File: config.mk
export PLATFORM = sky130hd
export DESIGN_NAME = input_debouncer
export DESIGN_NICKNAME = d
export VERILOG_FILES = /design/src/rtl/input_debouncer_pkg.sv /design/src/rtl/debounce_channel.sv /design/src/rtl/input_debouncer.sv
export SDC_FILE = /design/constraint.sdc
export NUM_CORES = 1
export LEC_CHECK = 0
export CAP_MARGIN = 20
export CORE_MARGIN = 2
export CORE_UTILIZATION = 40
export DETAILED_ROUTE_END_ITERATION = 8
export HOLD_SLACK_MARGIN = 0.08
export PLACE_DENSITY = 0.72
export SETUP_SLACK_MARGIN = 0.02
export SKIP_CTS_REPAIR_TIMING = 1
export SYNTH_ARGS = -nofsm -noshare
export SYNTH_HDL_FRONTEND = slang
export SYNTH_SLANG_ARGS = --single-unit
File: constraint.sdc
create_clock -name clk -period 3.6 [get_ports clk]
set_clock_uncertainty 0.15 [all_clocks]
set_input_delay 0.54 -clock clk [delete_from_list [all_inputs] [get_ports clk]]
set_output_delay 0.54 -clock clk [all_outputs]
set_load 0.005 [all_outputs]
File: src/rtl/input_debouncer_pkg.sv
`default_nettype none
// ============================================================================
//  Module   : input_debouncer_pkg
//  Brief    : Shared defaults, channel state encoding and counter sizing.
//  Revision : 1.0 - initial release
// ============================================================================
package input_debouncer_pkg;

    localparam int DEFAULT_STABLE_CYCLES = 16;
    localparam int DEFAULT_N_CH          = 2;

    typedef enum logic [0:0] {
        ST_STABLE   = 1'b0,
        ST_COUNTING = 1'b1
    } deb_state_e;

    // Counter must hold values 0..STABLE_CYCLES-1; never narrower than one bit.
    function automatic int cnt_width(input int stable_cycles);
        int w;
        w = $clog2(stable_cycles);
        return (w < 1) ? 1 : w;
    endfunction

endpackage : input_debouncer_pkg
`default_nettype wire

File: src/rtl/debounce_channel.sv
`default_nettype none
// ============================================================================
//  Module   : debounce_channel
//  Brief    : Two-flop synchroniser, stability counter and edge pulses, 1 bit.
//  Revision : 1.0 - initial release
// ============================================================================
module debounce_channel
    import input_debouncer_pkg::*;
#(
    parameter int STABLE_CYCLES = DEFAULT_STABLE_CYCLES
) (
    input  logic clk,
    input  logic rst_n,
    input  logic i_raw,
    output logic o_clean,
    output logic o_rise,
    output logic o_fall
);

    localparam int             CW     = cnt_width(STABLE_CYCLES);
    localparam logic [CW-1:0]  C_TERM = CW'(STABLE_CYCLES - 1);
    localparam logic [CW-1:0]  C_ONE  = CW'(1);

    logic          r_sync1_q, w_sync1_d;
    logic          r_sync2_q, w_sync2_d;
    logic [CW-1:0] r_cnt_q,   w_cnt_d;
    deb_state_e    r_state_q, w_state_d;
    logic          r_clean_q, w_clean_d;
    logic          r_rise_q,  w_rise_d;
    logic          r_fall_q,  w_fall_d;

    always_comb begin
        w_sync1_d = i_raw;
        w_sync2_d = r_sync1_q;
        w_cnt_d   = r_cnt_q;
        w_state_d = r_state_q;
        w_clean_d = r_clean_q;
        w_rise_d  = 1'b0;
        w_fall_d  = 1'b0;

        case (r_state_q)
            ST_STABLE: begin
                if (r_sync2_q != r_clean_q) begin
                    w_cnt_d   = C_ONE;
                    w_state_d = ST_COUNTING;
                end else begin
                    w_cnt_d   = '0;
                end
            end
            ST_COUNTING: begin
                // A single matching sample throws away all accumulated credit.
                if (r_sync2_q == r_clean_q) begin
                    w_cnt_d   = '0;
                    w_state_d = ST_STABLE;
                end else if (r_cnt_q == C_TERM) begin
                    w_clean_d = r_sync2_q;
                    w_rise_d  = r_sync2_q;
                    w_fall_d  = ~r_sync2_q;
                    w_cnt_d   = '0;
                    w_state_d = ST_STABLE;
                end else begin
                    w_cnt_d   = r_cnt_q + C_ONE;
                end
            end
            default: begin
                w_cnt_d   = '0;
                w_state_d = ST_STABLE;
            end
        endcase
    end

    always_ff @(posedge clk) begin
        if (!rst_n) begin
            r_sync1_q <= 1'b0;
            r_sync2_q <= 1'b0;
            r_cnt_q   <= '0;
            r_state_q <= ST_STABLE;
            r_clean_q <= 1'b0;
            r_rise_q  <= 1'b0;
            r_fall_q  <= 1'b0;
        end else begin
            r_sync1_q <= w_sync1_d;
            r_sync2_q <= w_sync2_d;
            r_cnt_q   <= w_cnt_d;
            r_state_q <= w_state_d;
            r_clean_q <= w_clean_d;
            r_rise_q  <= w_rise_d;
            r_fall_q  <= w_fall_d;
        end
    end

    assign o_clean = r_clean_q;
    assign o_rise  = r_rise_q;
    assign o_fall  = r_fall_q;

endmodule : debounce_channel
`default_nettype wire

File: src/rtl/input_debouncer.sv
`default_nettype none
// ============================================================================
//  Module   : input_debouncer
//  Brief    : N independent debounced channels with registered edge pulses.
//  Revision : 1.0 - initial release
// ============================================================================
module input_debouncer
    import input_debouncer_pkg::*;
#(
    parameter int N_CH          = DEFAULT_N_CH,
    parameter int STABLE_CYCLES = DEFAULT_STABLE_CYCLES
) (
    input  logic            clk,
    input  logic            rst_n,
    input  logic [N_CH-1:0] raw_in,
    output logic [N_CH-1:0] clean_out,
    output logic [N_CH-1:0] rise_pulse,
    output logic [N_CH-1:0] fall_pulse
);

    for (genvar i = 0; i < N_CH; i++) begin : g_ch
        debounce_channel #(
            .STABLE_CYCLES (STABLE_CYCLES)
        ) u_chan (
            .clk     (clk),
            .rst_n   (rst_n),
            .i_raw   (raw_in[i]),
            .o_clean (clean_out[i]),
            .o_rise  (rise_pulse[i]),
            .o_fall  (fall_pulse[i])
        );
    end

endmodule : input_debouncer
`default_nettype wire

==> summary.txt <==
Outcome
  – Status: completed

Yosys
  – Cells after Synth: 75
  – Average cell area after synthesis: 10.2 um^2
  – Synth cell count leaders: 20 x dfxtp_1, 6 x buf_4, 6 x nand3_1
  – Count leader, synth: dfxtp_1
  – Post-synth EDFFs: 0
  – Top FF cell, synth: dfxtp_1
  – Syn Nets: 81
  – Largest area contributor in the netlist: dfxtp_1
  – Register area share after synthesis: 52.3%
  – Synthesized area: 766 um^2
  – Yosys Warn Count: 0
  – Ys async rst share: 0%
  – Flops & latches, synth: 20
  – Ranking of synthesized cells by area: dfxtp_1 52%, buf_4 5.9%, nand3_1 3.9%
  – Distinct cells, synth: 23
  – Share of Yosys cell area claimed by the top area cell type: 52.3%

Route
  – Vias per Instance: 4.89
  – Pre-antenna DRT Iters: 4
  – First DRT Iteration DRCs: 17
  – DRC viols: 0
  – Routed WL per cell: 10.3 um
  – Drt total wl: 1090 um
  – Total number of vias: 518
  – Post-route ant nets: 0

Worst setup path
  – CP startpoint kind: flip-flop
  – Crit end category: output port
  – CP peak stage delay: 0.53 ns
  – WS Path Type: reg2out
  – Slowest-stage cell, CP: clkdlybuf4s50_1
  – CP top delay family: buffers and inverters
  – Max FO, Critical Path: 5
  – CP Cell Sequence: clkdlybuf4s50_1
  – CP arrival: 1.25 ns
  – Bufs and invs on worst path: 1
  – Worst path required time: 2.91 ns

Floorplan
  – IO Pins: 10
  – Horiz. Die Dim: 47.8 um
  – Core Area: 1760 um^2
  – Chip height: 47.8 um
  – Rows: 15
  – Starting Density: 43.4%
  – Die Area: 2280 um^2

GRT
  – Initial antenna violation count: 0
  – Wire length of the first global-routing pass: 1840 um
  – Total global-route track usage: 12.0%
  – Number of global-route vias before repair: 434
  – Pin count of the biggest net entering global routing: 13
  – Grt ovf: 0

Timing
  – Fmax: 515 MHz
  – RSZ-0062 raised after global routing: false
  – TNS Setup: 0 ns
  – Fin crit period: 1.94 ns
  – Slew @ Worst Pin: 0.336 ns
  – # setup viols final: 0
  – Setup WS post-layout: 1.66 ns
  – Hold Violations, Final: 0
  – Slew Viols, Final: 0
  – Slew HR: 77.6%
  – Fin crit share: 54.0%

Clock tree
  – Root Buffer: clkbuf_4
  – Worst-path clk slew: 0.11 ns
  – TritonCTS clock tree: built
  – H-tree Lvls: 1
  – CTS max path bufs: 2
  – CTS sink count: 20
  – CTS Buf Count: 3
  – Worst-Skew Late Latency: 0.30 ns

Finish
  – Area of the multi-input gates: 305 um^2
  – Fillers: 178
  – Layout Utilization: 50.5%
  – Final nets: 88
  – Layout cells sized above 1: 11.1%
  – Inserted Diodes: 0
  – Area growth from synthesis to layout: 16.3%
  – Final instance area: 891 um^2
  – Reg area: 400 um^2

Place
  – DP Wirelength: 809 um
  – Post-place instance area: 838 um^2
  – Final Wtd Congestion: 0.666
  – Post-Place Worst Slack: 1.64 ns
  – IO Port Bufs: 9

Power
  – PwrDens: 467 nW/um^2
  – LEAKAGE: 0.328 nW
  – Worst vdd rail ir drop: 0.350 mV

Min path
  – Worst min-delay path class: reg2reg

Flow run
  – Max-Cap Viols: 0
[layer usage]
layer / vias to the layer above / wire length, um / global-route usage (%)
met5: - / 0 / 0
met4: 0 / 10 / 4.86
met3: 2 / 74 / 6.04
met2: 16 / 480 / 16.8
met1: 239 / 524 / 15.7
li1: 261 / - / -
[cell families after synthesis]
family | count (synthesis) | synth area share (%)
flip-flops | 20 | 52.3
AND/OR/NAND/NOR | 29 | 24.8
adder cells (fa/ha/maj) | 2 | 3.27
buffers and inverters | 10 | 7.84
XOR/XNOR | 4 | 4.58
AO/OA/AOI/OAI | 10 | 7.19
[where the power goes]
part	leakage (nW)	switching, mW	internal (mW)
Sequential	0.162	0.00252	0.224
Clock	0.0279	0.0675	0.113
Combinational	0.138	0.00348	0.00551
Total	0.328	0.0735	0.343
[path summary, 6_finish.rpt]
check / startpoint / to / slack (ns) / cells after the start
hold reg to reg: g_ch[0].u_chan.r_sync1_q / g_ch[0].u_chan.r_sync2_q / 0.29 / 1
setup / recovery: g_ch[0].u_chan.o_clean / clean_out[0] / 1.66 / 1
hold / removal: g_ch[0].u_chan.r_sync1_q / g_ch[0].u_chan.r_sync2_q / 0.29 / 1
setup reg to reg: g_ch[0].u_chan.r_cnt_q[0] / g_ch[0].u_chan.o_rise / 2.15 / 4
[layout make-up]
cell class	count	area share [%]
Clock buffer	3	2.53
Clock inverter	1	3.37
Inverter	3	1.26
Multi-Input combinational cell	45	34.3
Sequential cell	20	44.9
Tap cell	25	3.51
Timing Repair Buffer	9	10.1
[state kept, by name (all words and copies together) (netlist names)]
name / flops
g_ch.u_chan.r_cnt_q: 8
g_ch.u_chan.o_clean: 2
g_ch.u_chan.o_fall: 2
g_ch.u_chan.o_rise: 2
g_ch.u_chan.r_state_q: 2
g_ch.u_chan.r_sync1_q: 2
g_ch.u_chan.r_sync2_q: 2
[layout by cell type (no fill, tap or decap)]
| cell | instances |
|---|---|
| ha_1 | 2 |
| nor3b_1 | 3 |
| and3_2 | 1 |
| nand2_1 | 3 |
| or2_4 | 1 |
| bufinv_16 | 1 |
| nor2_1 | 3 |
| xnor2_1 | 2 |
| a21boi_1 | 1 |
| o21ai_0 | 3 |
| clkdlybuf4s50_1 | 9 |
| nand4_1 | 1 |
| and3_1 | 2 |
| clkbuf_4 | 3 |
| a21oi_1 | 5 |
| nand4b_1 | 2 |
| inv_1 | 3 |
| and2_1 | 4 |
| nand3_1 | 6 |
| xor2_1 | 2 |
| a21boi_0 | 1 |
| nand4_2 | 1 |
| dfxtp_1 | 20 |
| nor3b_2 | 2 |
[through the flow]
stage / hold slack (ns) / total power, mW / cells
floorplan: 0.262 / 0.236 / 75
global placement: 0.264 / 0.241 / 102
detailed placement: 0.276 / 0.241 / 102
CTS: 0.288 / 0.421 / 106
global route: 0.312 / 0.433 / 106
finish: 0.287 / 0.416 / 106
No activity file was read; power rests on OpenSTA's default activity.
